## config.mk

```make
export PLATFORM = sky130hd
export DESIGN_NAME = traffic_ctrl_n
export DESIGN_NICKNAME = d
export VERILOG_FILES = /design/src/rtl/traffic_pkg.sv /design/src/rtl/tick_gen.sv /design/src/rtl/traffic_ctrl_n.sv
export SDC_FILE = /design/constraint.sdc
export NUM_CORES = 1
export LEC_CHECK = 0
export BUFFER_PORTS_ARGS = -buffer_cell sky130_fd_sc_hd__buf_4
export CORE_ASPECT_RATIO = 1.5
export CORE_MARGIN = 5
export CORE_UTILIZATION = 48
export CTS_BUF_LIST = sky130_fd_sc_hd__clkbuf_16
export DETAILED_ROUTE_END_ITERATION = 8
export PLACE_DENSITY_LB_ADDON = 0.12
export SYNTH_ARGS = -nofsm -noshare
export SYNTH_HDL_FRONTEND = slang
export SYNTH_SLANG_ARGS = --single-unit
```

## constraint.sdc

```tcl
create_clock -name clk -period 3 [get_ports clk]
set_input_delay 0.75 -clock clk [delete_from_list [all_inputs] [get_ports clk]]
set_output_delay 0.75 -clock clk [all_outputs]
set_load 0.005 [all_outputs]
```

## src/rtl/traffic_pkg.sv

```systemverilog
// Shared encodings for the N-approach traffic-light controller.
package traffic_pkg;

  typedef enum logic [1:0] {
    ST_ALLRED = 2'd0,
    ST_GREEN  = 2'd1,
    ST_YELLOW = 2'd2,
    ST_FLASH  = 2'd3
  } state_e;

  // Lamp field order is {R,Y,G}.
  localparam logic [2:0] LAMP_RED = 3'b100;
  localparam logic [2:0] LAMP_YEL = 3'b010;
  localparam logic [2:0] LAMP_GRN = 3'b001;
  localparam logic [2:0] LAMP_OFF = 3'b000;

endpackage

```

## src/rtl/tick_gen.sv

```systemverilog
// Timing-tick prescaler: one-clk pulse every TICK_DIV clocks.
module tick_gen #(
  parameter int unsigned TICK_DIV = 50_000_000
) (
  input  logic clk,
  input  logic in_rst,
  output logic ou_tick
);

  localparam int unsigned CW = (TICK_DIV > 1) ? $clog2(TICK_DIV) : 1;

  logic [CW-1:0] cnt_q;

  assign ou_tick = (cnt_q == CW'(TICK_DIV - 1));

  always_ff @(posedge clk) begin
    if (in_rst || ou_tick) begin
      cnt_q <= '0;
    end else begin
      cnt_q <= cnt_q + CW'(1);
    end
  end

endmodule

```

## src/rtl/traffic_ctrl_n.sv

```systemverilog
// N-approach traffic-light controller: round-robin service, demand-driven green,
// flashing-yellow fault mode.
module traffic_ctrl_n
  import traffic_pkg::*;
#(
  parameter int unsigned N_WAY     = 4,
  parameter int unsigned TICK_DIV  = 50_000_000,
  parameter int unsigned MIN_GREEN = 5,
  parameter int unsigned MAX_GREEN = 20,
  parameter int unsigned YEL_TICKS = 2,
  parameter int unsigned RED_TICKS = 1,
  parameter int unsigned IDX_W     = $clog2(N_WAY)
) (
  input  logic                 clk,
  input  logic                 in_rst,
  input  logic [N_WAY-1:0]     in_req,
  input  logic                 in_flash,
  output logic [3*N_WAY-1:0]   ou_lamp,
  output logic [IDX_W-1:0]     ou_active,
  output logic [1:0]           ou_state
);

  localparam int unsigned T_MAX0 = (MAX_GREEN > YEL_TICKS) ? MAX_GREEN : YEL_TICKS;
  localparam int unsigned T_MAX  = (T_MAX0 > RED_TICKS) ? T_MAX0 : RED_TICKS;
  localparam int unsigned TW     = $clog2(T_MAX + 1);

  state_e             state_q, state_d;
  logic [IDX_W-1:0]   active_q, active_d;
  logic [N_WAY-1:0]   pending_q, pending_d;
  logic [TW-1:0]      timer_q, timer_d;
  logic               lit_q, lit_d;
  logic               first_q, first_d;
  logic [3*N_WAY-1:0] lamp_q, lamp_d;

  logic               tick;
  logic [N_WAY-1:0]   act_oh, others, pend_next;
  logic [IDX_W-1:0]   sel;
  int unsigned        t_inc;

  tick_gen #(
    .TICK_DIV (TICK_DIV)
  ) u_tick (
    .clk     (clk),
    .in_rst  (in_rst),
    .ou_tick (tick)
  );

  // First pending approach after act (or from act itself when incl), else act.
  function automatic logic [IDX_W-1:0] rr_next(input logic [N_WAY-1:0] pend,
                                               input logic [IDX_W-1:0] act,
                                               input logic             incl);
    logic [IDX_W-1:0] pick;
    logic             found;
    int unsigned      idx;
    pick  = act;
    found = 1'b0;
    for (int unsigned k = 0; k < N_WAY; k++) begin
      idx = (32'(act) + k + {31'b0, ~incl}) % N_WAY;
      if (!found && (incl || k < N_WAY - 1) && pend[IDX_W'(idx)]) begin
        pick  = IDX_W'(idx);
        found = 1'b1;
      end
    end
    return pick;
  endfunction

  always_comb begin
    state_d   = state_q;
    active_d  = active_q;
    timer_d   = timer_q;
    lit_d     = lit_q;
    first_d   = first_q;
    act_oh    = N_WAY'(1) << active_q;
    others    = pending_q & ~act_oh;
    t_inc     = 32'(timer_q) + 32'd1;
    pend_next = pending_q | (in_req & ((state_q == ST_GREEN) ? ~act_oh : {N_WAY{1'b1}}));
    sel       = rr_next(pending_q, active_q, first_q);

    if (in_flash) begin
      if (state_q != ST_FLASH) begin
        state_d = ST_FLASH;
        lit_d   = 1'b1;
      end else if (tick) begin
        lit_d = ~lit_q;
      end
    end else begin
      unique case (state_q)
        ST_ALLRED: begin
          if (tick) begin
            if (t_inc >= RED_TICKS) begin
              state_d  = ST_GREEN;
              active_d = sel;
              timer_d  = '0;
              first_d  = 1'b0;
            end else begin
              timer_d = timer_q + TW'(1);
            end
          end
        end
        ST_GREEN: begin
          if (tick) begin
            if (t_inc >= MIN_GREEN && |others && (!in_req[active_q] || t_inc >= MAX_GREEN)) begin
              state_d = ST_YELLOW;
              timer_d = '0;
            end else if (t_inc >= MAX_GREEN) begin
              timer_d = TW'(MAX_GREEN);
            end else begin
              timer_d = timer_q + TW'(1);
            end
          end
        end
        ST_YELLOW: begin
          if (tick) begin
            if (t_inc >= YEL_TICKS) begin
              state_d = ST_ALLRED;
              timer_d = '0;
            end else begin
              timer_d = timer_q + TW'(1);
            end
          end
        end
        ST_FLASH: begin
          state_d = ST_ALLRED;
          timer_d = '0;
        end
      endcase
    end

    if (state_d == ST_FLASH || state_q == ST_FLASH) begin
      pending_d = '0;
    end else if (state_q == ST_ALLRED && state_d == ST_GREEN) begin
      pending_d = pend_next & ~(N_WAY'(1) << active_d);
    end else begin
      pending_d = pend_next;
    end

    // Lamps are decoded from next-state so the driver outputs come straight from flops.
    lamp_d = '0;
    for (int i = 0; i < N_WAY; i++) begin
      if (state_d == ST_FLASH) begin
        lamp_d[3*i +: 3] = lit_d ? LAMP_YEL : LAMP_OFF;
      end else if (IDX_W'(i) == active_d && state_d == ST_GREEN) begin
        lamp_d[3*i +: 3] = LAMP_GRN;
      end else if (IDX_W'(i) == active_d && state_d == ST_YELLOW) begin
        lamp_d[3*i +: 3] = LAMP_YEL;
      end else begin
        lamp_d[3*i +: 3] = LAMP_RED;
      end
    end
  end

  always_ff @(posedge clk) begin
    if (in_rst) begin
      state_q   <= ST_ALLRED;
      active_q  <= '0;
      pending_q <= '0;
      timer_q   <= '0;
      lit_q     <= 1'b0;
      first_q   <= 1'b1;
      lamp_q    <= {N_WAY{LAMP_RED}};
    end else begin
      state_q   <= state_d;
      active_q  <= active_d;
      pending_q <= pending_d;
      timer_q   <= timer_d;
      lit_q     <= lit_d;
      first_q   <= first_d;
      lamp_q    <= lamp_d;
    end
  end

  assign ou_lamp   = lamp_q;
  assign ou_active = active_q;
  assign ou_state  = state_q;

endmodule

```

# --- Word-level counts from Yosys, hierarchy flattened ---
# Cells that the tools add are included.
word_totals:
  out_inout_bits: 16
  inputBits: 7
  register_bits: 53
classes:
  order_cmp: 9
  bitwise: 9
  reduce_logical: 28
  shift: 2
  n_eq_ne: 14
  mux: 56
  n_addsub: 10
ops:
  columns: ["operator", "count"]
  rows:
  - ["$mux 3", 12]
  - ["$mux 5", 7]
  - ["$mux 2", 17]
  - ["$add 26x1->26 const B", 1]
  - ["$eq 26x26->1 const B", 1]
  - ["$pmux 5 s4", 1]
  - ["$logic_and 1x1->1", 15]
  - ["$lt 2x3->1 const B", 5]
  - ["$and 4x4->4", 3]
  - ["$mux 1", 11]
  - ["$bmux 1 s2", 5]
  - ["$add 2x1->2", 4]
  - ["$eq 2x2->1 const B", 4]
  - ["$mux 4", 2]
  - ["$not 4->4", 2]
  - ["$pmux 2 s4", 1]
  - ["$reduce_and 4->1", 2]
  - ["$shl 1x2->4 const A", 2]
  - ["$add 5x1->6 const B", 1]
  - ["$ge 6x1->1 const B", 1]
  - ["$ge 6x2->1 const B", 1]
  - ["$ge 6x3->1 const B", 1]
  - ["$ge 6x5->1 const B", 1]
  - ["$ne 2x1->1 const B", 3]
  - ["14 further kinds", 25]

# --- Longest topological paths before layout ---
# Gate-level depths: netlist of the first run.
depth:
  ltp_word: 24
  mapped_depth: 13

# --- Hierarchy ---
# A second synthesis of the first run with hierarchy kept.
unflattened:
  hier_cells: 369
  hier_area_um2: 3072.9
modules_own_cells:
  columns: ["module", "cells_per_inst", "area_each_um2", "seq_area_each_um2", "instances"]
  rows:
  - ["traffic_ctrl_n", 222, 1815.5, 540.5, 1]
  - ["tick_gen", 147, 1257.5, 520.5, 1]

# --- Least setup slack after synthesis of the first run ---
# Ideal clock, no wire load.
synth_timing:
  kind: "flip-flop to flip-flop"
  start: "reg active_q[0] (netlist: ou_active[0])"
  end: "reg lamp_q[11] (netlist: ou_lamp[11])"
  stages_incl_launch_ff: 13
  path_slack_ps: 230
  required_time_ps: 2886
  arrival_ps: 2656
  path_cell_list: "dfxtp_1 > buf_2 > inv_1 > ha_1 > buf_6 > mux2i_2 > a211oi_1 > o211ai_1 > nor3_1 > nor4_4 > mux2i_4 > nand2b_1 > a21bo_1"
synth_between:
  elab_chain_len: 23
  word_cells_on_any_way: 56
synth_rtl:
  columns: ["element", "line", "text"]
  rows:
  - ["from (decl)", "traffic_ctrl_n.sv:28", "logic [IDX_W-1:0] active_q, active_d;"]
  - ["from (signal assigned)", "traffic_ctrl_n.sv:163", "active_q <= active_d;"]
  - ["parallel branches: the longest is 22 deep, another holds $add 2x1->2", null, null]
  - ["$mux 3 *", "traffic_ctrl_n.sv:140", "if (state_d == ST_FLASH) begin"]
  - ["to (signal assigned)", "traffic_ctrl_n.sv:160", "lamp_q <= {N_WAY{LAMP_RED}};"]
  - ["to (signal assigned)", "traffic_ctrl_n.sv:168", "lamp_q <= lamp_d;"]
  - ["to (decl)", "traffic_ctrl_n.sv:33", "logic [3*N_WAY-1:0] lamp_q, lamp_d;"]
# Every way passes the cells marked *. The select of a mux whose other input is x is not followed.
# A chain may end at the register's enable or synchronous reset.

# --- Worst setup path in the final report of the first run ---
layout_timing:
  start: "reg active_q[0] (netlist: ou_active[0])"
  end: "reg lamp_q[2] (netlist: ou_lamp[2])"
layout_between:
  elab_chain_len: 23
  word_cells_on_any_way: 56
layout_rtl:
  columns: ["element", "line"]
  rows:
  - ["parallel branches: the longest is 22 deep, another holds $add 2x1->2", null]
  - ["$mux 3 *", "traffic_ctrl_n.sv:140"]
# Marked as above.

==> summary.txt, run 1 <==
Core area = 5830 um2
Reg clk slew, reported paths = 60 ps
Reg2Reg Launch Point = ou_active[0]
CP max FO = 11
Clk sinks = 53
Via density = 5.54
End of the critical path = ou_lamp[2]
Post-synthesis async set-or-reset flop share = 0%
Final Slew Violations = 0
Post-synth top area share = 36.9%
Worst Path Required = 3180 ps
Total power = 1.38 mW
Number of synthesized flops with an enable pin = 0
Yosys reg bits = 53
Synth Cell Area = 2880 um2
Antenna diode count = 0
Cell mode on critical path = mux2i_1
Antenna Violating Nets Remaining = 0
CTS tree = done
Slowest stage delay, CP = 380 ps
Post CTS Setup Buffer Count = 0
Fmax = 363 MHz
Layout cells sized above 1 = 14.8%
Die area = 7680 um2
Vias = 2423
Status = completed
H-tree levels = 2
Pin count of the biggest net entering global routing = 25
Post-synthesis sequential area ratio = 36.9%
P per Cell Area = 421 nW/um2
Slew at the pin with the worst max-slew slack = 469 ps
Top Ports = 23
Post-synth top cells = 53 x dfxtp_1, 45 x nor2_1, 30 x nand2_1
First-pass GRT wire length = 10800 um
Crit path DAT = 2930 ps
Synthesized instance count = 337
Slew HR = 68.4%
Resized Gates After CTS = 0
Dpl hpwl = 4520 um
Hold crit path type = flip-flop to flip-flop
Root Driver = clkbuf_16
Grt total ovfl = 0
Fin Setup TNS = 0 ps
Count leader, synth = dfxtp_1
Worst-path cell with the longest stage delay = ha_1
Multi-input logic area = 1730 um2
Setup-failing EPs final = 0
Final WS setup = 248 ps
# port buffers = 22
Final worst-path cycle share = 91.7%
Die Wd = 73.2 um
Area grow syn2layout = 14.1%
Die Height = 105 um
Clock skew = 2.12 ps
Initial antenna violation count = 0
# DRC = 0
WL final = 6090 um
CP startpoint kind = flip-flop
FF-to-FF path depth = 12
# rows = 34
CTS Buffer Depth = 2
Synth area leader = dfxtp_1
Top cells by area, synth = dfxtp_1 37%, nor2_1 5.9%, xor2_1 5.5%, nand2_1 3.9%, nand3_1 3.1%
Yosys warns = 0
Register area = 1060 um2
Leakage = 1.36 nW
Final hold vios = 0
R2R Setup Slk = 250 ps
GRT Total Usage = 17.1%
Worst Setup SP = ou_active[0]
Prevailing post-synth register cell = dfxtp_1
Inserted Clock Buffers = 5
Iteration-0 DRC Markers = 124
CP Cell Sequence = inv_1 -> ha_1 -> buf_4 -> mux2i_1 -> mux2i_1 -> a21oi_1 -> or3_1 -> a31oi_2 -> mux2i_1 -> buf_4 -> nand2b_4 -> a21bo_1
Vias in the first global route = 2395
Synth unique cells = 62
RR Endpoint = ou_lamp[2]
Number of hold buffers added after cts = 0
Initial core utilization = 49.4%
DR WL/cell = 13.9 um
Syn Nets = 350
Drt first pass iters = 4
Placement Setup Slack = 226 ps
Max Cap Viol = 0
Crit Path Class = flip-flop to flip-flop
Fillcell total = 544
Layout Nets = 377
Clock latency on the worst-skew pair = 280 ps
Worst IR Drop VDD = 0.209 mV
Hold WS = 477 ps
Syn avg cell area = 8.54 um2
Layout Utilization = 56.4%
RSZ-0062 raised after global routing = false
GPL Wtd Cong = 0.885
CP Capture Type = flip-flop
Min cycle time layout = 2750 ps
[cells in the final DEF (no fill, tap or decap), types with 6 or more instances in the layout]
cell type,synthesis,routed
mux2i_1,7,7
a21oi_1,14,14
o21ai_0,18,18
dfxtp_1,53,53
nor2b_1,7,7
nand2_1,30,30
and3_1,12,12
xor2_1,18,18
inv_1,11,11
nor3_1,9,8
buf_4,1,30
ha_1,6,6
nand3_1,18,18
xnor2_1,6,6
nor2_1,45,45
[cell families (layout without fill, tap and decap cells)]
kind of cell,after synthesis,after routing,share of synthesized area (%)
buffers and inverters,21,49,3.43
AOI/OAI and AO/OA,69,69,15.9
DFF,53,53,36.9
adders and majority gates,6,6,2.61
muxes,11,11,4.87
and+or+nand+nor,152,152,28.4
xor gates and xnor gates,25,25,7.87
[where the power goes]
group	total, mW	switching, mW	internal [mW]
Combinational	0.106	0.0582	0.0478
Sequential	0.739	0.0184	0.720
Clock	0.539	0.237	0.302
Total	1.38	0.314	1.07
[critical path, delay by kind of cell, from the launching register on]
| kind | cells | cell delay, ps |
|---|---|---|
| AND/OR/NAND/NOR | 2 | 480 |
| AO/OA/AOI/OAI | 3 | 490 |
| multiplexers | 3 | 530 |
| flip-flops | 1 | 330 |
| buffers and inverters | 3 | 460 |
| adder cells (fa/ha/maj) | 1 | 380 |
[metal layers]
layer | vias to the layer above | part of all wire, % | GRT usage [%]
met3 | 10 | 2.9 | 2.79
met5 | - | 0 | 0
met4 | 0 | 1.6 | 5.15
li1 | 1235 | - | -
met2 | 38 | 53 | 31.0
met1 | 1140 | 42 | 19.9
[sequential cells by signal, summed over array words and instances (netlist names)]
signal and count:
u_tick.cnt_q 26, ou_lamp 12, timer_q 5, pending_q 4, ou_active 2, ou_state 2
first_q 1, lit_q 1
[layout make-up]
class,instances,area share (%)
clock buffers,5,3.81
clock inverters,3,0.381
inverters,11,1.26
multi-input cells,263,52.6
flip-flops and latches,53,32.3
well taps,72,2.74
repair buffers,30,6.86
[worst min path at each step]
stage	endpoint	from	slack [ps]	depth (start not counted)
after detailed placement	u_tick.cnt_q[0]	u_tick.cnt_q[0]	470	1
after CTS	u_tick.cnt_q[0]	u_tick.cnt_q[0]	490	1
after floorplan	u_tick.cnt_q[0]	u_tick.cnt_q[0]	440	1
final	u_tick.cnt_q[0]	u_tick.cnt_q[0]	480	1
after global routing	u_tick.cnt_q[0]	u_tick.cnt_q[0]	530	1
after global placement	u_tick.cnt_q[0]	u_tick.cnt_q[0]	460	1
[per-stage QoR]
stage | instances | instance area, um2
2_1_floorplan | 337 | 2880
3_3_place_gp | 429 | 3140
3_5_place_dp | 429 | 3140
4_1_cts | 437 | 3270
5_1_grt | 437 | 3280
6_report | 437 | 3280
Power figures use the tool's default switching activity.
==> inputs of run 2 (changes only) <==
ABC_AREA = 1   (was default)
==> summary.txt, run 2 <==
Most common cell after layout, fill and taps aside = nand2_1 (was dfxtp_1)
Worst Path Required = 3190 ps (was 3180 ps)
Number of synthesized flops with an enable pin = 0 (unchanged)
Status = completed (unchanged)
Post-synth top cells = 149 x nand2_1, 65 x nor2_1, 53 x dfxtp_1, 53 x inv_1, 33 x nand3_1 (was 53 x dfxtp_1, 45 x nor2_1, 30 x nand2_1)
Clock skew = 5.36 ps (was 2.12 ps)
Leakage = 1.51 nW (was 1.36 nW)
Slew at the pin with the worst max-slew slack = 640 ps (was 469 ps)
Setup-failing EPs final = 0 (unchanged)
Die Wd = 77.5 um (was 73.2 um)
Max reg flops = 26 (unchanged)
DR WL/cell = 13.1 um (was 13.9 um)
CP Capture Type = flip-flop (unchanged)
Fillcell total = 715 (was 544)
# port buffers = 22 (unchanged)
RSZ-0062 raised after global routing = false (unchanged)
Most flop-heavy register = u_tick.cnt_q (unchanged)
P per Cell Area = 394 nW/um2 (was 421 nW/um2)
WL final = 7930 um (was 6090 um)
Final Slew Violations = 0 (unchanged)
Post-synthesis sequential area ratio = 32.4% (was 36.9%)
GPL Wtd Cong = 0.902 (was 0.885)
Post CTS Setup Buffer Count = 0 (unchanged)
Inserted Clock Buffers = 5 (unchanged)
# DRC = 0 (unchanged)
Core area = 6760 um2 (was 5830 um2)
Post-synthesis async set-or-reset flop share = 0% (unchanged)
Yosys reg bits = 53 (unchanged)
Prevailing post-synth register cell = dfxtp_1 (unchanged)
Top cells by area, synth = dfxtp_1 32%, nand2_1 17%, nor2_1 7.4%, inv_1 6.1%, nand3_1 5.0% (was dfxtp_1 37%, nor2_1 5.9%, xor2_1 5.5%, nand2_1 3.9%, nand3_1 3.1%)
Worst IR Drop VDD = 0.276 mV (was 0.209 mV)
CP startpoint kind = flip-flop (unchanged)
Number of cells after detailed placement = 596 (was 429)
Clock latency on the worst-skew pair = 290 ps (was 280 ps)
Pin count of the biggest net entering global routing = 27 (was 25)
First-pass GRT wire length = 13500 um (was 10800 um)
Die Height = 111 um (was 105 um)
GRT Total Usage = 18.9% (was 17.1%)
Antenna Violating Nets Remaining = 0 (unchanged)
Dpl hpwl = 6280 um (was 4520 um)
Die area = 8620 um2 (was 7680 um2)
Max Cap Viol = 0 (unchanged)
Number of hold buffers added after cts = 0 (unchanged)
Vias in the first global route = 3024 (was 2395)
Post-Layout Cell Count = 604 (was 437)
Syn Nets = 515 (was 350)
Crit Path Class = flip-flop to flip-flop (unchanged)
Layout cells sized above 1 = 15.2% (was 14.8%)
CTS Buffer Depth = 2 (unchanged)
Via density = 5.19 (was 5.54)
Post-synth top area share = 32.4% (was 36.9%)
Min cycle time layout = 2480 ps (was 2750 ps)
Count leader, synth = nand2_1 (was dfxtp_1)
Fmax = 403 MHz (was 363 MHz)
Drt first pass iters = 4 (unchanged)
Layout Nets = 538 (was 377)
Synth area leader = dfxtp_1 (unchanged)
Most frequent cells in the layout = 149 x nand2_1, 65 x nor2_1, 53 x inv_1, 53 x dfxtp_1, 33 x nand3_1 (was 53 x dfxtp_1, 45 x nor2_1, 30 x nand2_1, 30 x buf_4)
Slew HR = 57.1% (was 68.4%)
Area grow syn2layout = 11.6% (was 14.1%)
Final worst-path cycle share = 82.7% (was 91.7%)
Yosys warns = 0 (unchanged)
CTS tree = done (unchanged)
Syn avg cell area = 6.53 um2 (was 8.54 um2)
Hold crit path type = flip-flop to flip-flop (unchanged)
Fin Setup TNS = 0 ps (unchanged)
Grt total ovfl = 0 (unchanged)
Initial antenna violation count = 0 (unchanged)
Clk sinks = 53 (unchanged)
Synth Cell Area = 3280 um2 (was 2880 um2)
Crit path DAT = 2670 ps (was 2930 ps)
CP max FO = 8 (was 11)
H-tree levels = 2 (unchanged)
Synth unique cells = 44 (was 62)
Final hold vios = 0 (unchanged)
Resized Gates After CTS = 0 (unchanged)
Reg clk slew, reported paths = 70 ps (was 60 ps)
Top Ports = 23 (unchanged)
Root Driver = clkbuf_16 (unchanged)
Synthesized instance count = 502 (was 337)
Antenna diode count = 0 (unchanged)
# rows = 37 (was 34)
Iteration-0 DRC Markers = 158 (was 124)
Vias = 3134 (was 2423)
Initial core utilization = 48.5% (was 49.4%)
run 2: cell types whose count changed in the layout (fill, tap and decap cells not counted), sizes merged, moves of 14 or more:
cell,before,now
nor2,45,79
xor2,19,1
nand4,2,16
a21oi,14,28
inv,11,60
nand2,32,159
nand3,18,39
run 2: final cells by class:
| class | instances | area (um2) | share of cell area [%] |
|---|---|---|---|
| Multi-Input combinational cell | 381 | 1950 | 53.2 |
| Sequential cell | 53 | 1060 | 29.0 |
| Inverter | 60 | 228 | 6.22 |
| Timing Repair Buffer | 24 | 180 | 4.92 |
| Clock buffer | 5 | 125 | 3.42 |
| Tap cell | 78 | 97.6 | 2.67 |
| Clock inverter | 3 | 21.3 | 0.581 |
run 2: stage by stage:
stage               hold slack [ps]  worst slack, ps  power [mW]  utilization (%)  instance area [um2]
floorplan                       452              807       0.834                -                 3280
global placement                478              655       0.880             52.0                 3510
detailed placement              486              536       0.882             52.0                 3510
CTS                             502              524        1.46             54.1                 3660
global route                    528              253        1.51             54.1                 3660
finish                          499              519        1.44             54.1                 3660
run 2: cells by family after synthesis:
family	share of synthesized area (%)
flip-flops	32.4
AO/OA/AOI/OAI	8.51
buffers and inverters	8.24
AND/OR/NAND/NOR	47.3
XOR/XNOR	1.34
adder cells (fa/ha/maj)	2.29
run 2: routing by layer:
| metal | wire (um) | vias to the layer above | GRT usage [%] |
|---|---|---|---|
| met5 | 0 | - | 0 |
| met4 | 226 | 0 | 8.26 |
| met3 | 160 | 20 | 2.76 |
| met2 | 4410 | 40 | 36.2 |
| met1 | 3130 | 1414 | 19.6 |
| li1 | - | 1660 | - |
run 2: worst paths after layout:
kind,depth (start not counted),from,endpoint,slack (ps)
worst max-delay path,15,ou_active[0],ou_lamp[2],520
worst min-delay path,1,u_tick.cnt_q[0],u_tick.cnt_q[0],500
worst max register to register,15,ou_active[0],ou_lamp[2],520
worst min register to register,1,u_tick.cnt_q[0],u_tick.cnt_q[0],500
run 2: power by group:
part	switching [mW]	total, mW	internal [mW]	leakage (nW)
clock network	0.267	0.578	0.311	0.0702
logic	0.0815	0.130	0.0490	1.01
registers	0.0143	0.735	0.721	0.431
total	0.362	1.44	1.08	1.51
run 2: worst max-delay path: stages, from the launching register on:
cell     delay [ps]
dfxtp_1         450
inv_1           130
ha_1            390
o21ai_0         270
nand2_1          80
and2_0          160
nor2_1          130
nand2_1         100
nor2_1          100
nor2_1           60
nand2_2          90
nand2_4         110
nor2_4          130
o21ai_1          70
nand2_1          60
nand2_1          50
